## config.mk

```make
export PLATFORM = sky130hd
export DESIGN_NAME = wb_regfile
export DESIGN_NICKNAME = d
export VERILOG_FILES = /design/src/rtl/cpu_defs.sv /design/src/rtl/hilo_reg.sv /design/src/rtl/wb_regfile.sv
export SDC_FILE = /design/constraint.sdc
export NUM_CORES = 2
export LEC_CHECK = 0
export CORE_MARGIN = 4
export CORE_UTILIZATION = 55
export DETAILED_ROUTE_END_ITERATION = 10
export GPL_TIMING_DRIVEN = 0
export PLACE_DENSITY = 0.73
export SLEW_MARGIN = 15
export SYNTH_ARGS = -nofsm -noshare
export SYNTH_HDL_FRONTEND = slang
export SYNTH_SLANG_ARGS = --single-unit
```

## constraint.sdc

```tcl
create_clock -name clk -period 5.15 [get_ports clk]
set_input_delay 1.03 -clock clk [delete_from_list [all_inputs] [get_ports clk]]
set_output_delay 1.03 -clock clk [all_outputs]
set_load 0.05 [all_outputs]
```

## src/rtl/cpu_defs.sv

```systemverilog
`default_nettype none
// +----------------------------------------------------------------------+
// | Package : cpu_defs                                                   |
// | Purpose : Datapath constants shared by the MEM/WB, ID and writeback  |
// |           register-file logic.                                       |
// | Ports   : n/a (package)                                              |
// | Rev     : 1.0  initial release                                       |
// +----------------------------------------------------------------------+
package cpu_defs;

  localparam int DATA_W  = 32;
  localparam int ADDR_W  = 5;
  localparam int REG_NUM = 32;

  localparam logic [DATA_W-1:0] ZERO_WORD = '0;

  // Bit positions inside the 2-bit writeHILO strobe
  localparam int HILO_HI = 1;
  localparam int HILO_LO = 0;

endpackage
`default_nettype wire

```

## src/rtl/hilo_reg.sv

```systemverilog
`default_nettype none
// +----------------------------------------------------------------------+
// | Module  : hilo_reg                                                   |
// | Purpose : HI/LO special registers with same-cycle write bypass.      |
// | Ports   : clk, rst (async active-low), i_we[1:0] (bit1 HI, bit0 LO), |
// |           i_hi / i_lo write data, o_hi / o_lo current value.         |
// | Rev     : 1.0  initial release                                       |
// +----------------------------------------------------------------------+
module hilo_reg
  import cpu_defs::*;
#(
  parameter int DATA_W = cpu_defs::DATA_W
) (
  input  logic              clk,
  input  logic              rst,
  input  logic [1:0]        i_we,
  input  logic [DATA_W-1:0] i_hi,
  input  logic [DATA_W-1:0] i_lo,
  output logic [DATA_W-1:0] o_hi,
  output logic [DATA_W-1:0] o_lo
);

  logic [DATA_W-1:0] r_hi;
  logic [DATA_W-1:0] r_lo;

  always_ff @(posedge clk or negedge rst) begin
    if (!rst) begin
      r_hi <= '0;
      r_lo <= '0;
    end else begin
      if (i_we[HILO_HI]) r_hi <= i_hi;
      if (i_we[HILO_LO]) r_lo <= i_lo;
    end
  end

  // Bypass is suppressed during reset so the outputs read 0 immediately.
  always_comb begin
    o_hi = '0;
    o_lo = '0;
    if (rst) begin
      o_hi = i_we[HILO_HI] ? i_hi : r_hi;
      o_lo = i_we[HILO_LO] ? i_lo : r_lo;
    end
  end

endmodule
`default_nettype wire

```

## src/rtl/wb_regfile.sv

```systemverilog
`default_nettype none
// +----------------------------------------------------------------------+
// | Module  : wb_regfile                                                 |
// | Purpose : 32-entry GPR file plus HI/LO, committed from the MEM/WB    |
// |           bundle, with two combinational GPR read ports and a        |
// |           same-cycle write bypass on every read path.                |
// | Ports   : clk, rst (async active-low)                                |
// |           writeEnable_i/writeAddr_i/writeData_i  GPR write           |
// |           writeHILO_i/HI_data_i/LO_data_i        HI/LO write         |
// |           readEnableN_i/readAddrN_i/readDataN_o  GPR read ports 1,2  |
// |           HI_o/LO_o                              HI/LO read          |
// | Rev     : 1.0  initial release                                       |
// +----------------------------------------------------------------------+
module wb_regfile
  import cpu_defs::*;
#(
  parameter int DATA_W = cpu_defs::DATA_W,
  parameter int ADDR_W = cpu_defs::ADDR_W
) (
  input  logic              clk,
  input  logic              rst,
  input  logic              writeEnable_i,
  input  logic [ADDR_W-1:0] writeAddr_i,
  input  logic [DATA_W-1:0] writeData_i,
  input  logic [1:0]        writeHILO_i,
  input  logic [DATA_W-1:0] HI_data_i,
  input  logic [DATA_W-1:0] LO_data_i,
  input  logic              readEnable1_i,
  input  logic [ADDR_W-1:0] readAddr1_i,
  output logic [DATA_W-1:0] readData1_o,
  input  logic              readEnable2_i,
  input  logic [ADDR_W-1:0] readAddr2_i,
  output logic [DATA_W-1:0] readData2_o,
  output logic [DATA_W-1:0] HI_o,
  output logic [DATA_W-1:0] LO_o
);

  localparam int c_NREGS = 1 << ADDR_W;

  logic [DATA_W-1:0] r_gpr [c_NREGS];

  // GPR0 is never written, so it holds its reset value of 0 forever.
  always_ff @(posedge clk or negedge rst) begin
    if (!rst) begin
      for (int i = 0; i < c_NREGS; i++) r_gpr[i] <= '0;
    end else if (writeEnable_i && (writeAddr_i != '0)) begin
      r_gpr[writeAddr_i] <= writeData_i;
    end
  end

  // Read priority: reset/disabled, r0, bypass from the write port, storage.
  function automatic logic [DATA_W-1:0] f_read(input logic              en,
                                               input logic [ADDR_W-1:0] addr);
    logic [DATA_W-1:0] v;
    v = '0;
    if (!rst || !en)                               v = '0;
    else if (addr == '0)                           v = '0;
    else if (writeEnable_i && writeAddr_i == addr) v = writeData_i;
    else                                           v = r_gpr[addr];
    return v;
  endfunction

  always_comb begin
    readData1_o = f_read(readEnable1_i, readAddr1_i);
    readData2_o = f_read(readEnable2_i, readAddr2_i);
  end

  hilo_reg #(
    .DATA_W (DATA_W)
  ) u_hilo (
    .clk  (clk),
    .rst  (rst),
    .i_we (writeHILO_i),
    .i_hi (HI_data_i),
    .i_lo (LO_data_i),
    .o_hi (HI_o),
    .o_lo (LO_o)
  );

endmodule
`default_nettype wire
```

==> metrics.txt <==
XOR/XNOR Fraction of Synth Area 0.1521%; Filler cells 7,777; synthesized area 0.05758 mm^2; Wirelength per Cell 37.06 um; Power Density 386.9 mW/mm^2; drt first pass iters 6; synthesis warning total 0; RSZ-0062 raised after global routing yes; Area Overhead vs Synth 15.68%; Inst Count DP 5,544; Routed WL 213,800 um; grt met3 use 15.63%; crit path capture type output pin; Mapped Cells 3,924; WS Path Type in2out; via count 41,180; Worst Hold Class in2async; Max Clk Rate 0.1893 GHz; #FFs+latches synth 1,088; outcome finished, violations left; data required time of the critical path 4.12 ns; CP Data Arrival Time 4.25 ns; gpl congestion 1.038; max_slew headroom 10.89%; clk slew on worst S/H paths 0.06 ns; Unique masters post-synth 45; Die Width 331.6 um; H-tree level count 3; Detail Placement HPWL 155,300 um; Die H 331.6 um; Root Buffer clkbuf_16; core area 0.1038 mm^2; Sink Count 1,088; GR Layer Usage met1 50.03%; post-synthesis compound-gate area fraction 4.574%; Core Rows 118; Critical Path Source Type primary input; cts bufs inserted 114; largest net degree at the start of global routing 153; met2 Resource Use GR 54.81%; Worst Path Max Fanout 10; largest family of logic cells by synthesized area multiplexers; Post-synth EDFFs 0; Total Routing Usage GR 38.35%; Post-Layout Cell Count 5,770; critical path's slowest cell a22oi_1; DR vias/cell 7.137; first-pass GRT wire length 301,200 um; remaining global-route overflow 0; worst path cell trace buf_2 > buf_4 > clkbuf_2 > mux4_2 > mux4_2 > a22oi_1 > o21ai_1 > clkdlybuf4s15_2; violated checks setup timing; Worst VDD drop 0.2974 mV; die area 0.1099 mm^2; post-synthesis sequential area ratio 47.28%; final setup vio count 21; clk buf depth 3; Port Buffers 232; utilization after layout 64.18%; Least-Margin Pin Slew 1.337 ns; setup TNS -0.9609 ns; Final WS setup -0.1320 ns; Total Power 25.77 mW; ys flop type dfrtp_1; vias in the first global route 40,980; Max Cap Viol 0; clk_lat worst skew 0.73 ns; syn_area_per_cell 14.67 um^2; Final nets 4,407; Initial Utilization 55.48%; Async S/R FF share, synth 100.0%; DR iter-0 viols 6,140; antenna violations before repair 15; Synth Area in Adders 0%; clock skew 0 ns; CP dominant cell by count mux4_2; Final ANT Viol Nets 0; static leakage 28.41 nW; Remaining DRCs 0; mux cell area share after synthesis 41.47%; Fin. Hold Viols 0; period utilisation layout 102.6%; highest cell delay on the worst timing path 0.49 ns; Final Critical Period 5.282 ns; CTS tree yes; most utilized layer in the global route result met2; syn_nets 4,042; layout cells sized above 1 46.56%; simple logic cell fraction of the synthesized area 3.003%; Slew Viols, Final 0; I/O Pins 246
final timing paths:
| path | startpoint | end | slack (ns) | cells past startpoint |
|---|---|---|---|---|
| min in group clk | r_gpr[1004] | r_gpr[1004] | 0.48 | 1 |
| max in group asynchronous | rst | r_gpr[213] | 2.81 | 4 |
| hold / removal | rst | r_gpr[579] | 0.19 | 1 |
| setup reg to reg | r_gpr[532] | r_gpr[532] | 4.33 | 1 |
| hold reg to reg | r_gpr[1004] | r_gpr[1004] | 0.48 | 1 |
| setup / recovery | readAddr2_i[1] | readData2_o[31] | -0.13 | 8 |
synth_stat cells, drive strengths merged, types with 29 or more instances:
master | count | share of area (%)
and2 | 64 | 0.70
mux2 | 1057 | 21
nor3 | 42 | 0.37
a21oi | 49 | 0.43
mux2i | 184 | 3.2
a221o | 31 | 0.54
mux4 | 450 | 18
a22oi | 36 | 0.47
o221ai | 48 | 0.73
nor2 | 55 | 0.36
clkbuf | 257 | 1.7
nand2 | 61 | 0.40
buf | 186 | 1.8
o22ai | 110 | 1.2
nand2b | 29 | 0.32
dfrtp | 1088 | 47
layer usage:
metal | up-vias | wire [um]
met5 | - | 58
met1 | 21600 | 78220
met3 | 699 | 30220
li1 | 15860 | -
met2 | 3019 | 91170
met4 | 6 | 14160
state kept, by name (all words and copies together), names as in the netlist:
register	cells
u_hilo.r_hi	32
u_hilo.r_lo	32
r_gpr	1024
layout by cell type (no fill, tap or decap), drive strengths merged, types with 6 or more instances in the layout:
cell,Yosys,final
mux2,1057,1057
o22ai,110,110
inv,3,7
nand2,61,61
dfrtp,1088,1088
nor2,55,55
and2,64,64
and3,18,18
o32a,8,8
a41oi,24,24
clkdlybuf4s50,0,164
or3,26,26
dlygate4sd2,0,14
a221o,31,31
o221ai,48,48
nand3,12,12
o211ai,24,24
diode,0,9
a21oi,49,49
clkdlybuf4s15,0,42
clkinv,1,23
nand2b,29,29
a22oi,36,36
clkbuf,257,430
mux4,450,450
mux2i,184,184
xnor2,6,6
nor3,42,42
buf,186,203
o21ai,27,27
bufinv,0,11
kinds of logic (layout without fill, tap and decap cells):
| logic type | after synthesis | in the layout |
|---|---|---|
| buffers and inverters | 447 | 904 |
| muxes | 1691 | 1691 |
| and+or+nand+nor | 329 | 329 |
| other | 0 | 9 |
| AOI/OAI and AO/OA | 359 | 359 |
| DFF | 1088 | 1088 |
| xor gates and xnor gates | 10 | 10 |
cell type report:
type	instances	area [um^2]	share of cell area, %
Clock buffer	166	3351	5.030
Timing Repair Buffer	250	2740	4.114
Clock inverter	42	539.3	0.8096
Buffer	442	2256	3.387
Tap cell	1380	1727	2.592
Inverter	4	15.01	0.02254
Sequential cell	1088	27230	40.87
Antenna cell	9	22.52	0.03381
Multi-Input combinational cell	2389	28740	43.14
stage by stage:
step / setup slack, ns / hold slack (ns) / cell area (um^2)
final: -0.1320 / 0.1895 / 66610
after global routing: -0.0002913 / 0.1983 / 66600
after CTS: -0.05154 / 0.1660 / 66410
after detailed placement: -2.281 / 0.4675 / 61870
after global placement: -47.40 / 0.4536 / 61630
after floorplan: 0.7877 / 0.4413 / 57580
critical path: cells and delay by family:
kind / cells / cell delay, ns
compound gates: 2 / 0.85
buf+inv: 4 / 1.49
mux: 2 / 0.85
where the power goes:
| group | total [mW] | switching (mW) | internal, mW |
|---|---|---|---|
| clock | 8.68 | 3.63 | 5.05 |
| sequential | 11.3 | 1.16 | 10.1 |
| combinational | 5.80 | 2.77 | 3.02 |
| total | 25.8 | 7.57 | 18.2 |
repair_timing:
action / CTS / global route
hold buffers: 0 / 0
buffers inserted: 5 / 0
setup endpoints to repair: 125 / 52
hold endpoints to repair: 0 / 0
gates cloned: 4 / 1
pin swaps: 3 / 2
gates resized for setup: 333 / 65
Power figures use the tool's default switching activity.
